===== config.mk =====
export PLATFORM = sky130hd
export DESIGN_NAME = lh_digest_hex_serializer_flat
export DESIGN_NICKNAME = d
export VERILOG_FILES = /design/src/rtl/lh_digest_hex_serializer_pkg.sv /design/src/rtl/lh_digest_hex_serializer_if.sv /design/src/rtl/lh_digest_hex_serializer_ascii.sv /design/src/rtl/lh_digest_hex_serializer.sv /design/src/flat_wrapper.sv
export SDC_FILE = /design/constraint.sdc
export NUM_CORES = 1
export LEC_CHECK = 0
export ABC_CLOCK_PERIOD_IN_PS = 6500
export CAP_MARGIN = 20
export CELL_PAD_IN_SITES_DETAIL_PLACEMENT = 0
export CELL_PAD_IN_SITES_GLOBAL_PLACEMENT = 1
export CORE_MARGIN = 8
export CORE_UTILIZATION = 25
export DETAILED_ROUTE_END_ITERATION = 8
export PLACE_DENSITY_LB_ADDON = 0.1
export SLEW_MARGIN = 20
export SYNTH_ARGS = -nofsm -noshare
export SYNTH_HDL_FRONTEND = slang
export SYNTH_SLANG_ARGS = --single-unit

===== constraint.sdc =====
create_clock -name clk -period 6.5 [get_ports clk]
set_clock_uncertainty 0.2 [all_clocks]
set_input_delay 0.65 -clock clk [delete_from_list [all_inputs] [get_ports clk]]
set_output_delay 0.65 -clock clk [all_outputs]
set_load 0.01 [all_outputs]

===== src/rtl/lh_digest_hex_serializer_pkg.sv =====
// Shared constants and types for the light_hash digest hex serializer.
package lh_pkg;

  localparam int DIGEST_W = 64;
  localparam int NIBBLES  = DIGEST_W / 4;

  localparam logic [7:0] ASCII_0  = 8'h30;
  localparam logic [7:0] ASCII_UA = 8'h41;
  localparam logic [7:0] ASCII_LA = 8'h61;
  localparam logic [7:0] ASCII_LF = 8'h0A;

  typedef enum logic [1:0] {IDLE, SEND, TERM} ser_state_t;

endpackage


===== src/rtl/lh_digest_hex_serializer_if.sv =====
// Digest input, byte-stream output and status signals of the hex serializer.
interface lh_digest_hex_serializer_if;
  import lh_pkg::*;

  logic [DIGEST_W-1:0] digest_char;
  logic                digest_ready;
  logic [7:0]          out_char;
  logic                out_valid;
  logic                out_ready;
  logic                busy;
  logic                overflow;
  logic                ovf_clear;

  // master: the serializer itself; slave: the hash core plus downstream consumer
  modport master (
    input  digest_char, digest_ready, out_ready, ovf_clear,
    output out_char, out_valid, busy, overflow
  );

  modport slave (
    output digest_char, digest_ready, out_ready, ovf_clear,
    input  out_char, out_valid, busy, overflow
  );

endinterface


===== src/rtl/lh_digest_hex_serializer_ascii.sv =====
// Maps one 4-bit nibble to its ASCII hex character.
module lh_nibble_to_ascii
  import lh_pkg::*;
#(
  parameter bit UPPERCASE = 1'b0
) (
  input  logic [3:0] nibble_i,
  output logic [7:0] char_o
);

  always_comb begin
    char_o = ASCII_0 + {4'h0, nibble_i};
    if (nibble_i >= 4'd10) begin
      char_o = (UPPERCASE ? ASCII_UA : ASCII_LA) + {4'h0, nibble_i} - 8'd10;
    end
  end

endmodule


===== src/rtl/lh_digest_hex_serializer.sv =====
// Streams each captured 64-bit digest as ASCII hex (MS nibble first), with an
// optional line feed and a one-deep pending buffer for back-to-back digests.
module lh_digest_hex_serializer
  import lh_pkg::*;
#(
  parameter bit UPPERCASE = 1'b0,
  parameter bit APPEND_LF = 1'b1
) (
  input logic                          clk,
  input logic                          rst,
  lh_digest_hex_serializer_if.master   bus
);

  localparam int CNT_W = $clog2(NIBBLES);

  ser_state_t          state_q, state_d;
  logic [DIGEST_W-1:0] shreg_q, shreg_d;
  logic [DIGEST_W-1:0] pend_q, pend_d;
  logic                pendValid_q, pendValid_d;
  logic [CNT_W-1:0]    nibCnt_q, nibCnt_d;
  logic                dr_q;
  logic                overflow_q, overflow_d;
  logic [7:0]          outChar_q, outChar_d;
  logic                outValid_q, outValid_d;
  logic                busy_q, busy_d;
  logic                captureEv, xfer, endOfDigest, ovfSet;
  logic [7:0]          nextNibChar;

  assign captureEv = bus.digest_ready && !dr_q;
  assign xfer      = outValid_q && bus.out_ready;

  // Character for the nibble that will be presented next cycle
  lh_nibble_to_ascii #(.UPPERCASE(UPPERCASE)) u_ascii (
    .nibble_i (shreg_d[DIGEST_W-1 -: 4]),
    .char_o   (nextNibChar)
  );

  always_comb begin
    state_d     = state_q;
    shreg_d     = shreg_q;
    nibCnt_d    = nibCnt_q;
    pend_d      = pend_q;
    pendValid_d = pendValid_q;
    endOfDigest = 1'b0;
    ovfSet      = 1'b0;

    unique case (state_q)
      IDLE: begin
        if (captureEv) begin
          shreg_d  = bus.digest_char;
          nibCnt_d = '0;
          state_d  = SEND;
        end
      end
      SEND: begin
        if (xfer) begin
          shreg_d  = shreg_q << 4;
          nibCnt_d = nibCnt_q + 1'b1;
          if (nibCnt_q == CNT_W'(NIBBLES - 1)) begin
            if (APPEND_LF) state_d = TERM;
            else           endOfDigest = 1'b1;
          end
        end
      end
      TERM: begin
        if (xfer) endOfDigest = 1'b1;
      end
      default: state_d = IDLE;
    endcase

    // Pending wins over a same-cycle capture so digest order is preserved
    if (endOfDigest) begin
      if (pendValid_q) begin
        shreg_d     = pend_q;
        pendValid_d = 1'b0;
        nibCnt_d    = '0;
        state_d     = SEND;
      end else if (captureEv) begin
        shreg_d  = bus.digest_char;
        nibCnt_d = '0;
        state_d  = SEND;
      end else begin
        state_d = IDLE;
      end
    end

    if (captureEv && state_q != IDLE && !(endOfDigest && !pendValid_q)) begin
      if (!pendValid_q || endOfDigest) begin
        pend_d      = bus.digest_char;
        pendValid_d = 1'b1;
      end else begin
        ovfSet = 1'b1;
      end
    end

    overflow_d = bus.ovf_clear ? 1'b0 : (overflow_q || ovfSet);
    outValid_d = (state_d != IDLE);
    busy_d     = (state_d != IDLE) || pendValid_d;
    unique case (state_d)
      SEND:    outChar_d = nextNibChar;
      TERM:    outChar_d = ASCII_LF;
      default: outChar_d = 8'h00;
    endcase
  end

  always_ff @(posedge clk or posedge rst) begin
    if (rst) begin
      state_q     <= IDLE;
      shreg_q     <= '0;
      pend_q      <= '0;
      pendValid_q <= 1'b0;
      nibCnt_q    <= '0;
      dr_q        <= 1'b0;
      overflow_q  <= 1'b0;
      outChar_q   <= 8'h00;
      outValid_q  <= 1'b0;
      busy_q      <= 1'b0;
    end else begin
      state_q     <= state_d;
      shreg_q     <= shreg_d;
      pend_q      <= pend_d;
      pendValid_q <= pendValid_d;
      nibCnt_q    <= nibCnt_d;
      dr_q        <= bus.digest_ready;
      overflow_q  <= overflow_d;
      outChar_q   <= outChar_d;
      outValid_q  <= outValid_d;
      busy_q      <= busy_d;
    end
  end

  assign bus.out_char  = outChar_q;
  assign bus.out_valid = outValid_q;
  assign bus.busy      = busy_q;
  assign bus.overflow  = overflow_q;

endmodule


===== src/flat_wrapper.sv =====
// flat-port wrapper written by rule: the top's interface ports become plain ports
module lh_digest_hex_serializer_flat import lh_pkg::*;
#(
  parameter bit UPPERCASE = 1'b0,
  parameter bit APPEND_LF = 1'b1
)
  (clk, rst, bus_digest_char, bus_digest_ready, bus_out_ready, bus_ovf_clear, bus_out_char, bus_out_valid, bus_busy, bus_overflow);
  lh_digest_hex_serializer_if bus_i ();
  input logic clk;
  input logic rst;
  input wire logic [$bits(bus_i.digest_char)-1:0] bus_digest_char;
  input wire logic [$bits(bus_i.digest_ready)-1:0] bus_digest_ready;
  input wire logic [$bits(bus_i.out_ready)-1:0] bus_out_ready;
  input wire logic [$bits(bus_i.ovf_clear)-1:0] bus_ovf_clear;
  output wire logic [$bits(bus_i.out_char)-1:0] bus_out_char;
  output wire logic [$bits(bus_i.out_valid)-1:0] bus_out_valid;
  output wire logic [$bits(bus_i.busy)-1:0] bus_busy;
  output wire logic [$bits(bus_i.overflow)-1:0] bus_overflow;
  assign bus_i.digest_char = bus_digest_char;
  assign bus_i.digest_ready = bus_digest_ready;
  assign bus_i.out_ready = bus_out_ready;
  assign bus_i.ovf_clear = bus_ovf_clear;
  assign bus_out_char = bus_i.out_char;
  assign bus_out_valid = bus_i.out_valid;
  assign bus_busy = bus_i.busy;
  assign bus_overflow = bus_i.overflow;
  lh_digest_hex_serializer #(.UPPERCASE(UPPERCASE), .APPEND_LF(APPEND_LF)) u_core (.clk(clk), .rst(rst), .bus(bus_i));
endmodule

# Yosys cells after proc, flatten, opt, wreduce, memory -nomap -nowiden
# Index checks and enable logic that the tools add are counted.
# classes
n_lt_le_gt_ge,1
mux,29
n_eq_ne,5
n_addsub,4
n_reduce_logical,15
# ops
op,count
two-way mux 64 bit,5
one-hot mux 64 bit (2 select lines),1
two-way mux 4 bit,5
one-hot mux 8 bit (2 select lines),1
two-way mux 2 bit,5
two-way mux 1 bit,9
"adder 7 x 4 -> 8 bit, first input constant",1
two-way mux 8 bit,1
one-hot mux 4 bit (2 select lines),1
"subtractor 8 x 4 -> 8 bit, second input constant",1
"adder 6 x 4 -> 7 bit, first input constant",1
one-hot mux 2 bit (3 select lines),1
logical AND 1 bit,5
"adder 4 x 1 -> 4 bit, second input constant",1
"equality test 2 x 1 -> 1 bit, second input constant",2
"equality test 2 bit, second input constant",2
"equality test 4 bit, second input constant",1
">= comparator 4 bit, second input constant",1
nonzero test 2 bit,2
logical NOT 1 bit,3
logical OR 1 bit,3
logical NOT 2 bit,1
AND reduction 2 bit,1
# totals
output_inout_bits,11
reg_bits,147

# Logic depth before layout (Yosys ltp)
# Gate-level depths: netlist (run 1).
# logic_depth
ltp_word,11
mapped_depth,10
depth_no_buf,9

# Cells and area by module
# A second synthesis (run 1) with hierarchy kept.
# unflattened
hier_cells,812
hier_area_um2,8154.1
# by_module_without_submodules
mod,seq_area_each_um2,cells_each,n_inst,area_per_inst_um2
lh_digest_hex_serializer,3678.5,793,1,8006.4
lh_nibble_to_ascii,0.0,19,1,147.6

# Worst setup path before layout (run 1)
# OpenSTA, ideal clock, no wires.
# synth_path
kind,input-to-reg
startpoint,input bus_digest_ready
endpoint,"register u_core.outChar_q[0], in the netlist u_core.bus.out_char[0]"
path_slack_ns,3.609
arrival_time_ns,2.566
path_buffers,0
path_stages,9
cell_sequence,or4b_4 -> nand3_2 -> a21oi_1 -> a221oi_4 -> inv_1 -> ha_1 -> a31oi_1 -> a21o_1 -> mux2_4
# synth_via
word_cells_on_any_way,19
classes_between,add/sub (3); order compare (1); eq/ne (2); mux (12); reduce/logical (1)
# synth_rtl
item,line,source
start: declaration,flat_wrapper.sv:12,input wire logic [$bits(bus_i.digest_ready)-1:0] bus_digest_ready;
logical AND 1 bit (*),lh_digest_hex_serializer.sv:29,assign captureEv = bus.digest_ready && !dr_q;
two-way mux 64 bit,lh_digest_hex_serializer.sv:49,if (captureEv) begin
one-hot mux 64 bit (2 select lines),lh_digest_hex_serializer.sv:47,unique case (state_q)
two-way mux 64 bit,lh_digest_hex_serializer.sv:78,end else if (captureEv) begin
two-way mux 64 bit,lh_digest_hex_serializer.sv:73,if (pendValid_q) begin
two-way mux 64 bit (*),lh_digest_hex_serializer.sv:72,if (endOfDigest) begin
via u_core.shreg_d[61],lh_digest_hex_serializer.sv:17,"logic [DIGEST_W-1:0] shreg_q, shreg_d;"
>= comparator 4 bit (*),lh_digest_hex_serializer_ascii.sv:13,if (nibble_i >= 4'd10) begin
two-way mux 8 bit (*),lh_digest_hex_serializer_ascii.sv:13,
one-hot mux 8 bit (2 select lines) (*),lh_digest_hex_serializer.sv:99,unique case (state_d)
via u_core.outChar_d[0],lh_digest_hex_serializer.sv:23,"logic [7:0] outChar_q, outChar_d;"
end signal: assignment,lh_digest_hex_serializer.sv:126,outChar_q <= outChar_d;
end: declaration,lh_digest_hex_serializer.sv:23,
# The timed path passes the listed nets; every way through them passes the cells marked *.
# A chain may end at the register's enable or synchronous reset.

# Final worst setup path (run 1)
# layout_path
startpoint,register u_core.state_q[0]
endpoint,"register u_core.outChar_q[0], in the netlist u_core.bus.out_char[0]"
# layout_via
word_cells_on_any_way,21
classes_between,add/sub (3); order compare (1); eq/ne (4); mux (12); reduce/logical (1)
# layout_rtl
item,line,source
start: declaration,lh_digest_hex_serializer.sv:16,"ser_state_t state_q, state_d;"
start signal: assignment,lh_digest_hex_serializer.sv:119,state_q <= state_d;
equality test 2 x 1 -> 1 bit / logical NOT 2 bit (equally long branches),lh_digest_hex_serializer.sv:47,
one-hot mux 64 bit (2 select lines),lh_digest_hex_serializer.sv:47,
two-way mux 64 bit,lh_digest_hex_serializer.sv:78,
two-way mux 64 bit,lh_digest_hex_serializer.sv:73,
two-way mux 64 bit (*),lh_digest_hex_serializer.sv:72,
via u_core.shreg_d[61],lh_digest_hex_serializer.sv:17,
>= comparator 4 bit (*),lh_digest_hex_serializer_ascii.sv:13,
two-way mux 8 bit (*),lh_digest_hex_serializer_ascii.sv:13,
one-hot mux 8 bit (2 select lines) (*),lh_digest_hex_serializer.sv:99,
via u_core.outChar_d[0],lh_digest_hex_serializer.sv:23,
# Marks and branches as above.

==> results of run 1 <==
## critical path, cell delays in order (launching register included)
cell and delay (ns):
sky130_fd_sc_hd__dfrtp_1 0.68, sky130_fd_sc_hd__nand4b_4 0.47, sky130_fd_sc_hd__buf_4 0.70, sky130_fd_sc_hd__nor3_2 0.17
sky130_fd_sc_hd__a221oi_4 0.41, sky130_fd_sc_hd__inv_1 0.11, sky130_fd_sc_hd__ha_1 0.27, sky130_fd_sc_hd__a31oi_1 0.30
sky130_fd_sc_hd__a21o_1 0.21, sky130_fd_sc_hd__mux2_4 0.31
## final timing paths
| kind | startpoint | end | slack, ns | cells past startpoint |
|---|---|---|---|---|
| max | u_core.state_q[0] | u_core.bus.out_char[0] | 2.53 | 9 |
| min | u_core.pend_q[23] | u_core.pend_q[23] | 0.30 | 1 |
| max reg2reg | u_core.state_q[0] | u_core.bus.out_char[0] | 2.53 | 9 |
| min reg2reg | u_core.pend_q[23] | u_core.pend_q[23] | 0.30 | 1 |
| max in group asynchronous | rst | u_core.pend_q[1] | 4.34 | 3 |
| min in group asynchronous | rst | u_core.shreg_q[63] | 0.55 | 2 |
## logic make-up after synthesis
family	after synthesis	share of synthesized area, %
XOR/XNOR	2	0.2248
AND/OR/NAND/NOR	233	13.05
multiplexers	66	9.570
adder cells (fa/ha/maj)	6	0.9634
buffers and inverters	79	4.576
AO/OA/AOI/OAI	264	24.68
other	1	0.04812
flip-flops	146	46.88
## through the flow
| stage | setup WS (ns) | hold slack, ns | cell area, µm² | util, % | power (mW) |
|---|---|---|---|---|---|
| 2_1_floorplan | 1.727 | 0.2646 | 7792 | - | 1.983 |
| 3_3_place_gp | 2.227 | 0.2752 | 8879 | 28.95 | 2.346 |
| 3_5_place_dp | 2.131 | 0.2835 | 8879 | 28.95 | 2.366 |
| 4_1_cts | 2.530 | 0.2974 | 9499 | 30.97 | 3.450 |
| 5_1_grt | 2.290 | 0.3184 | 9502 | 30.98 | 3.640 |
| 6_report | 2.530 | 0.2951 | 9502 | 30.98 | 3.412 |
## power breakdown
group / switching (mW) / internal [mW] / total, mW / leakage [nW]
logic: 0.668 / 0.446 / 1.11 / 1.72
registers: 0.143 / 1.10 / 1.24 / 1.90
clock network: 0.442 / 0.617 / 1.06 / 0.297
## synthesized netlist by cell type, types with 2 or more instances
cell type	number	area share [%]
sky130_fd_sc_hd__nand2_1	162	7.8
sky130_fd_sc_hd__dfrtp_1	146	47
sky130_fd_sc_hd__a22oi_1	117	11
sky130_fd_sc_hd__mux2_2	59	8.5
sky130_fd_sc_hd__o21ai_0	54	3.5
sky130_fd_sc_hd__nor2_1	39	1.9
sky130_fd_sc_hd__buf_2	27	1.7
sky130_fd_sc_hd__clkbuf_1	27	1.3
sky130_fd_sc_hd__a211oi_1	19	1.8
sky130_fd_sc_hd__a41oi_1	19	2.1
sky130_fd_sc_hd__a311oi_1	18	2.0
sky130_fd_sc_hd__a21oi_1	12	0.77
sky130_fd_sc_hd__inv_1	9	0.43
sky130_fd_sc_hd__buf_1	8	0.39
sky130_fd_sc_hd__buf_4	7	0.67
sky130_fd_sc_hd__ha_1	6	0.96
sky130_fd_sc_hd__nand2b_1	6	0.48
sky130_fd_sc_hd__mux2_1	5	0.72
sky130_fd_sc_hd__o22ai_1	5	0.40
sky130_fd_sc_hd__nor3_1	4	0.26
sky130_fd_sc_hd__nand3_1	3	0.19
sky130_fd_sc_hd__a21o_1	2	0.19
sky130_fd_sc_hd__a221oi_4	2	0.67
sky130_fd_sc_hd__a31oi_1	2	0.16
sky130_fd_sc_hd__and3_1	2	0.16
sky130_fd_sc_hd__and4b_1	2	0.26
sky130_fd_sc_hd__o31a_1	2	0.22
## cell type report
type / instances / area [µm²] / area share, %
clock inverters: 15 / 195.2 / 2.054
multi-input cells: 572 / 3815 / 40.15
inverters: 10 / 45.04 / 0.4741
well taps: 396 / 495.5 / 5.215
flip-flops and latches: 146 / 3655 / 38.46
repair buffers: 90 / 870.8 / 9.165
clock buffers: 17 / 425.4 / 4.477
## flip-flops by register name (all words and copies together) (netlist names)
signal,count
u_core.bus.out_char,7
u_core.nibCnt_q,4
u_core.dr_q,1
u_core.bus.out_valid,1
u_core.pendValid_q,1
u_core.shreg_q,64
u_core.state_q,2
u_core.bus.busy,1
u_core.pend_q,64
u_core.bus.overflow,1
## per-layer routing
metal / vias to the layer above / track usage, %
met1: 3434 / 18.41
li1: 3045 / -
met4: 0 / 5.082
met3: 30 / 2.765
met5: - / 0
met2: 177 / 23.92
==> impl_metrics.toml, run 1 <==
[finish]
final_layout_size_suffix_gt1_share_pct = 14.82
layout.filler_cells = 3168
commonest_non_fill_non_tap_cells_in_the_layout = "sky130_fd_sc_hd__nand2_1 (162), sky130_fd_sc_hd__dfrtp_1 (145), sky130_fd_sc_hd__a22oi_1 (117), sky130_fd_sc_hd__clkdlybuf4s50_1 (78), sky130_fd_sc_hd__mux2_2 (59)"
final_net_count = 912
synthToLayoutAreaGrowth_pct = 21.93
layoutNonFillerInstCount = 1246
n_antenna_cell = 0
layout_commonest_cell = "sky130_fd_sc_hd__nand2_1"

[synthesis]
ys_dominant_reg_cell = "sky130_fd_sc_hd__dfrtp_1"
average_size_of_a_mapped_cell_um2 = 9.777
synthesis.instances = 797
ys_types = 60
synth_edf_count = 0
postSynthRegisterBits = 146
synth_seq_area_share_pct = 46.89
synthesis.nets = 872
synth-warning-count = 0
synth-async-reset-ratio_pct = 100.0
mappedNetlistArea_mm2 = 0.007792

[critical_path]
startpoint_type = "register"
worstPathArrival_ns = 4.08
crit_path_max_fanout = 66
crit_path_required_time_ns = 6.61
worst_setup_path_end_kind = "register"
timing_worst_setup_path_type = "reg -> reg"

[clock_tree]
worst_setup_hold_path_clk_slew_ns = 0.07
clock-sinks = 146
hold_buffers = 0
htreeDepth = 4
worstSkewPairLatency_ns = 0.43
clockRootBuffer = "sky130_fd_sc_hd__clkbuf_16"
post_cts_resized = 0
numCtsBuffers = 17
postCtsSetupBuffers = 0
cts_tree = "yes"
clock_tree.buffer_depth = 2

[timing]
timing.final.crit_period_ns = 3.970
total_setup_violations_reported_at_the_end_of_the_flow = 0
fin_tns_setup_ns = 0
final_clock_period_utilization_by_the_worst_path_pct = 61.08
clock.fmax_mhz = 251.9
rsz0062_at_grt = "no"
report.final.slew_viol_count = 0
worst-slew-pin-transition_ns = 1.125
hold_viol = 0
relSlewSlack_pct = 25.00

[routing]
route.vias.total = 6686
routed_wire_length_per_instance_um = 21.18
met1Wirelength_mm = 12.15
post_drt_via_cell_ratio = 5.366
drt_iter0_drc = 485
total_drc_errors_in_the_routed_layout = 0
first_pass_iters = 5
dr_wl_met3_mm = 1.209
highest_layer = "met4"
postRouteWirelength_mm = 26.39
wl_met2_mm = 12.54
detail-route-antenna-nets = 0

[global_routing]
globalRouteTotalUtil_pct = 14.40
number_of_global_route_vias_before_repair = 7208
grt_overflow = 0
antenna_violations_before_repair = 0
pin_count_of_the_biggest_net_entering_global_routing = 106
grt_first_pass_wirelength_mm = 41.50

[worst_hold_path]
hold_class = "reg -> reg"

[floorplan]
dieWidth_um = 192.6
initial_standard_cell_utilization_of_the_core_pct = 25.41
ioPinCount = 80
die-area_mm2 = 0.03708
die_height_um = 192.6
rows = 64
core_mm2 = 0.03067

[placed_design]
dp_hpwl_mm = 15.47
globalplace.congestion = 0.7679
place_inst = 1214
port_buffers = 78

[power]
total_leakage_power_nw = 3.917
vdd_ir_drop_max_mv = 0.1765
power_density_mw_per_mm2 = 359.1

[status]
status = "finished clean"

[job]
max_cap_violation_count = 0
(Power assumes the default switching activity.)
==> inputs of run 2 (changes only) <==
ABC_CLOCK_PERIOD_IN_PS = 3500   (was 6500)
clock period = 3.5 ns   (was 6.5 ns; I/O delays follow)
==> impl_metrics.toml, run 2 (synthesis gave the netlist of run 1 again) <==
[status]
status = "finished clean"

[global_routing]
number_of_global_route_vias_before_repair = 7200
grt_first_pass_wirelength_mm = 41.72
grt_overflow = 0
pin_count_of_the_biggest_net_entering_global_routing = 62
antenna_violations_before_repair = 0
globalRouteTotalUtil_pct = 14.46

[critical_path]
crit_path_required_time_ns = 3.60
slowest_delay_ns = 0.69
r2r_setup_slack_ns = 0.43
worst_setup_path_end_kind = "register"
cp.depth = 9
cp_slowest_cell = "sky130_fd_sc_hd__dfrtp_1"
path_delay_family = "compound AO/OA/AOI/OAI gates"
rr_endpoint = "u_core.bus.out_char[0]"
path_cells = "and4b_2 -> a22oi_1 -> a21oi_1 -> a221oi_4 -> inv_1 -> ha_1 -> a31oi_1 -> a21o_1 -> mux2_4"
cp.buffers_inverters = 1
startpoint_type = "register"
worstRegToRegCells = 9
worstPathArrival_ns = 3.17
timing.rr.start = "u_core.state_q[1]"
crit_path_max_fanout = 15
timing_worst_setup_path_type = "reg -> reg"

[routing]
route.vias.total = 6714
post_drt_via_cell_ratio = 5.333
total_drc_errors_in_the_routed_layout = 0
detail-route-antenna-nets = 0
routed_wire_length_per_instance_um = 21.00
postRouteWirelength_mm = 26.43
drt_iter0_drc = 591
first_pass_iters = 5

[placed_design]
globalplace.congestion = 0.8102
dp_hpwl_mm = 15.76
dpl_cell_area_mm2 = 0.009062
port_buffers = 78

[power]
power_density_mw_per_mm2 = 651.8
total_leakage_power_nw = 3.980
vdd_ir_drop_max_mv = 0.3714
totalPowerFinal_mw = 6.290

[finish]
combined_area_of_the_multi_input_logic_cells_mm2 = 0.003815
synthToLayoutAreaGrowth_pct = 23.84
n_antenna_cell = 0
final_layout_size_suffix_gt1_share_pct = 15.87
final_cell_area_mm2 = 0.009651
layout_commonest_cell = "sky130_fd_sc_hd__nand2_1"
commonest_non_fill_non_tap_cells_in_the_layout = "sky130_fd_sc_hd__nand2_1 (162), sky130_fd_sc_hd__dfrtp_1 (145), sky130_fd_sc_hd__a22oi_1 (117), sky130_fd_sc_hd__clkdlybuf4s50_1 (78), sky130_fd_sc_hd__mux2_2 (59)"
final_net_count = 925
layout.filler_cells = 3113
regArea_mm2 = 0.003655

[timing]
total_setup_violations_reported_at_the_end_of_the_flow = 0
clock.fmax_mhz = 325.9
hold_viol = 0
fin_tns_setup_ns = 0
relSlewSlack_pct = 55.44
worst-slew-pin-transition_ns = 0.6685
rsz0062_at_grt = "no"
timing.final.crit_period_ns = 3.068
report.final.slew_viol_count = 0
final_clock_period_utilization_by_the_worst_path_pct = 87.66
hold_slack_ns = 0.1517

[floorplan]
dieWidth_um = 192.6
ioPinCount = 80
rows = 64
die-area_mm2 = 0.03708
initial_standard_cell_utilization_of_the_core_pct = 25.41
core_mm2 = 0.03067
die_height_um = 192.6

[clock_tree]
worst_setup_hold_path_clk_slew_ns = 0.07
hold_buffers = 0
clockRootBuffer = "sky130_fd_sc_hd__clkbuf_16"
postCtsSetupBuffers = 0
htreeDepth = 4
numCtsBuffers = 17
post_cts_resized = 0
clock_tree.buffer_depth = 2
worstSkewPairLatency_ns = 0.43
cts_tree = "yes"
clock-sinks = 146

[job]
max_cap_violation_count = 0

[worst_hold_path]
hold_class = "in -> async"
[run 2: layout make-up]
cell class              instances  area share (%)
clock inverters                11           1.322
repair buffers                103           10.94
inverters                      10          0.4278
well taps                     396           5.134
flip-flops and latches        146           37.87
multi-input cells             572           39.53
clock buffers                  21           4.771
[run 2: per-layer routing]
layer / global-route usage [%] / vias to the layer above / share of wire (%)
met5: 0 / - / 0
met4: 5.552 / 0 / 1.9
met3: 2.530 / 34 / 4.0
met2: 22.70 / 153 / 47
met1: 19.55 / 3468 / 47
li1: - / 3059 / -
[run 2: worst max path at each step]
stage	from	endpoint	slack (ns)
2_1_floorplan	u_core.state_q[0]	u_core.bus.out_char[0]	0.76
3_3_place_gp	bus_out_ready	u_core.bus.out_char[0]	0.34
3_5_place_dp	bus_out_ready	u_core.bus.out_char[0]	0.28
4_1_cts	u_core.state_q[1]	u_core.bus.out_char[0]	0.43
5_1_grt	u_core.state_q[1]	u_core.bus.out_char[0]	0.24
6_report	u_core.state_q[1]	u_core.bus.out_char[0]	0.43
[run 2: power by group]
group	leakage [nW]	internal, mW	switching, mW	total [mW]
sequential	1.90	2.04	0.259	2.30
combinational	1.82	0.883	1.26	2.14
clock	0.268	1.09	0.761	1.85
[run 2: stage by stage]
step / setup WS, ns / utilization (%) / cells
5_1_grt: 0.2375 / 31.47 / 1259
6_report: 0.4317 / 31.47 / 1259
2_1_floorplan: 0.7578 / - / 797
3_3_place_gp: 0.3401 / 29.55 / 1227
4_1_cts: 0.4284 / 31.47 / 1259
3_5_place_dp: 0.2769 / 29.55 / 1227
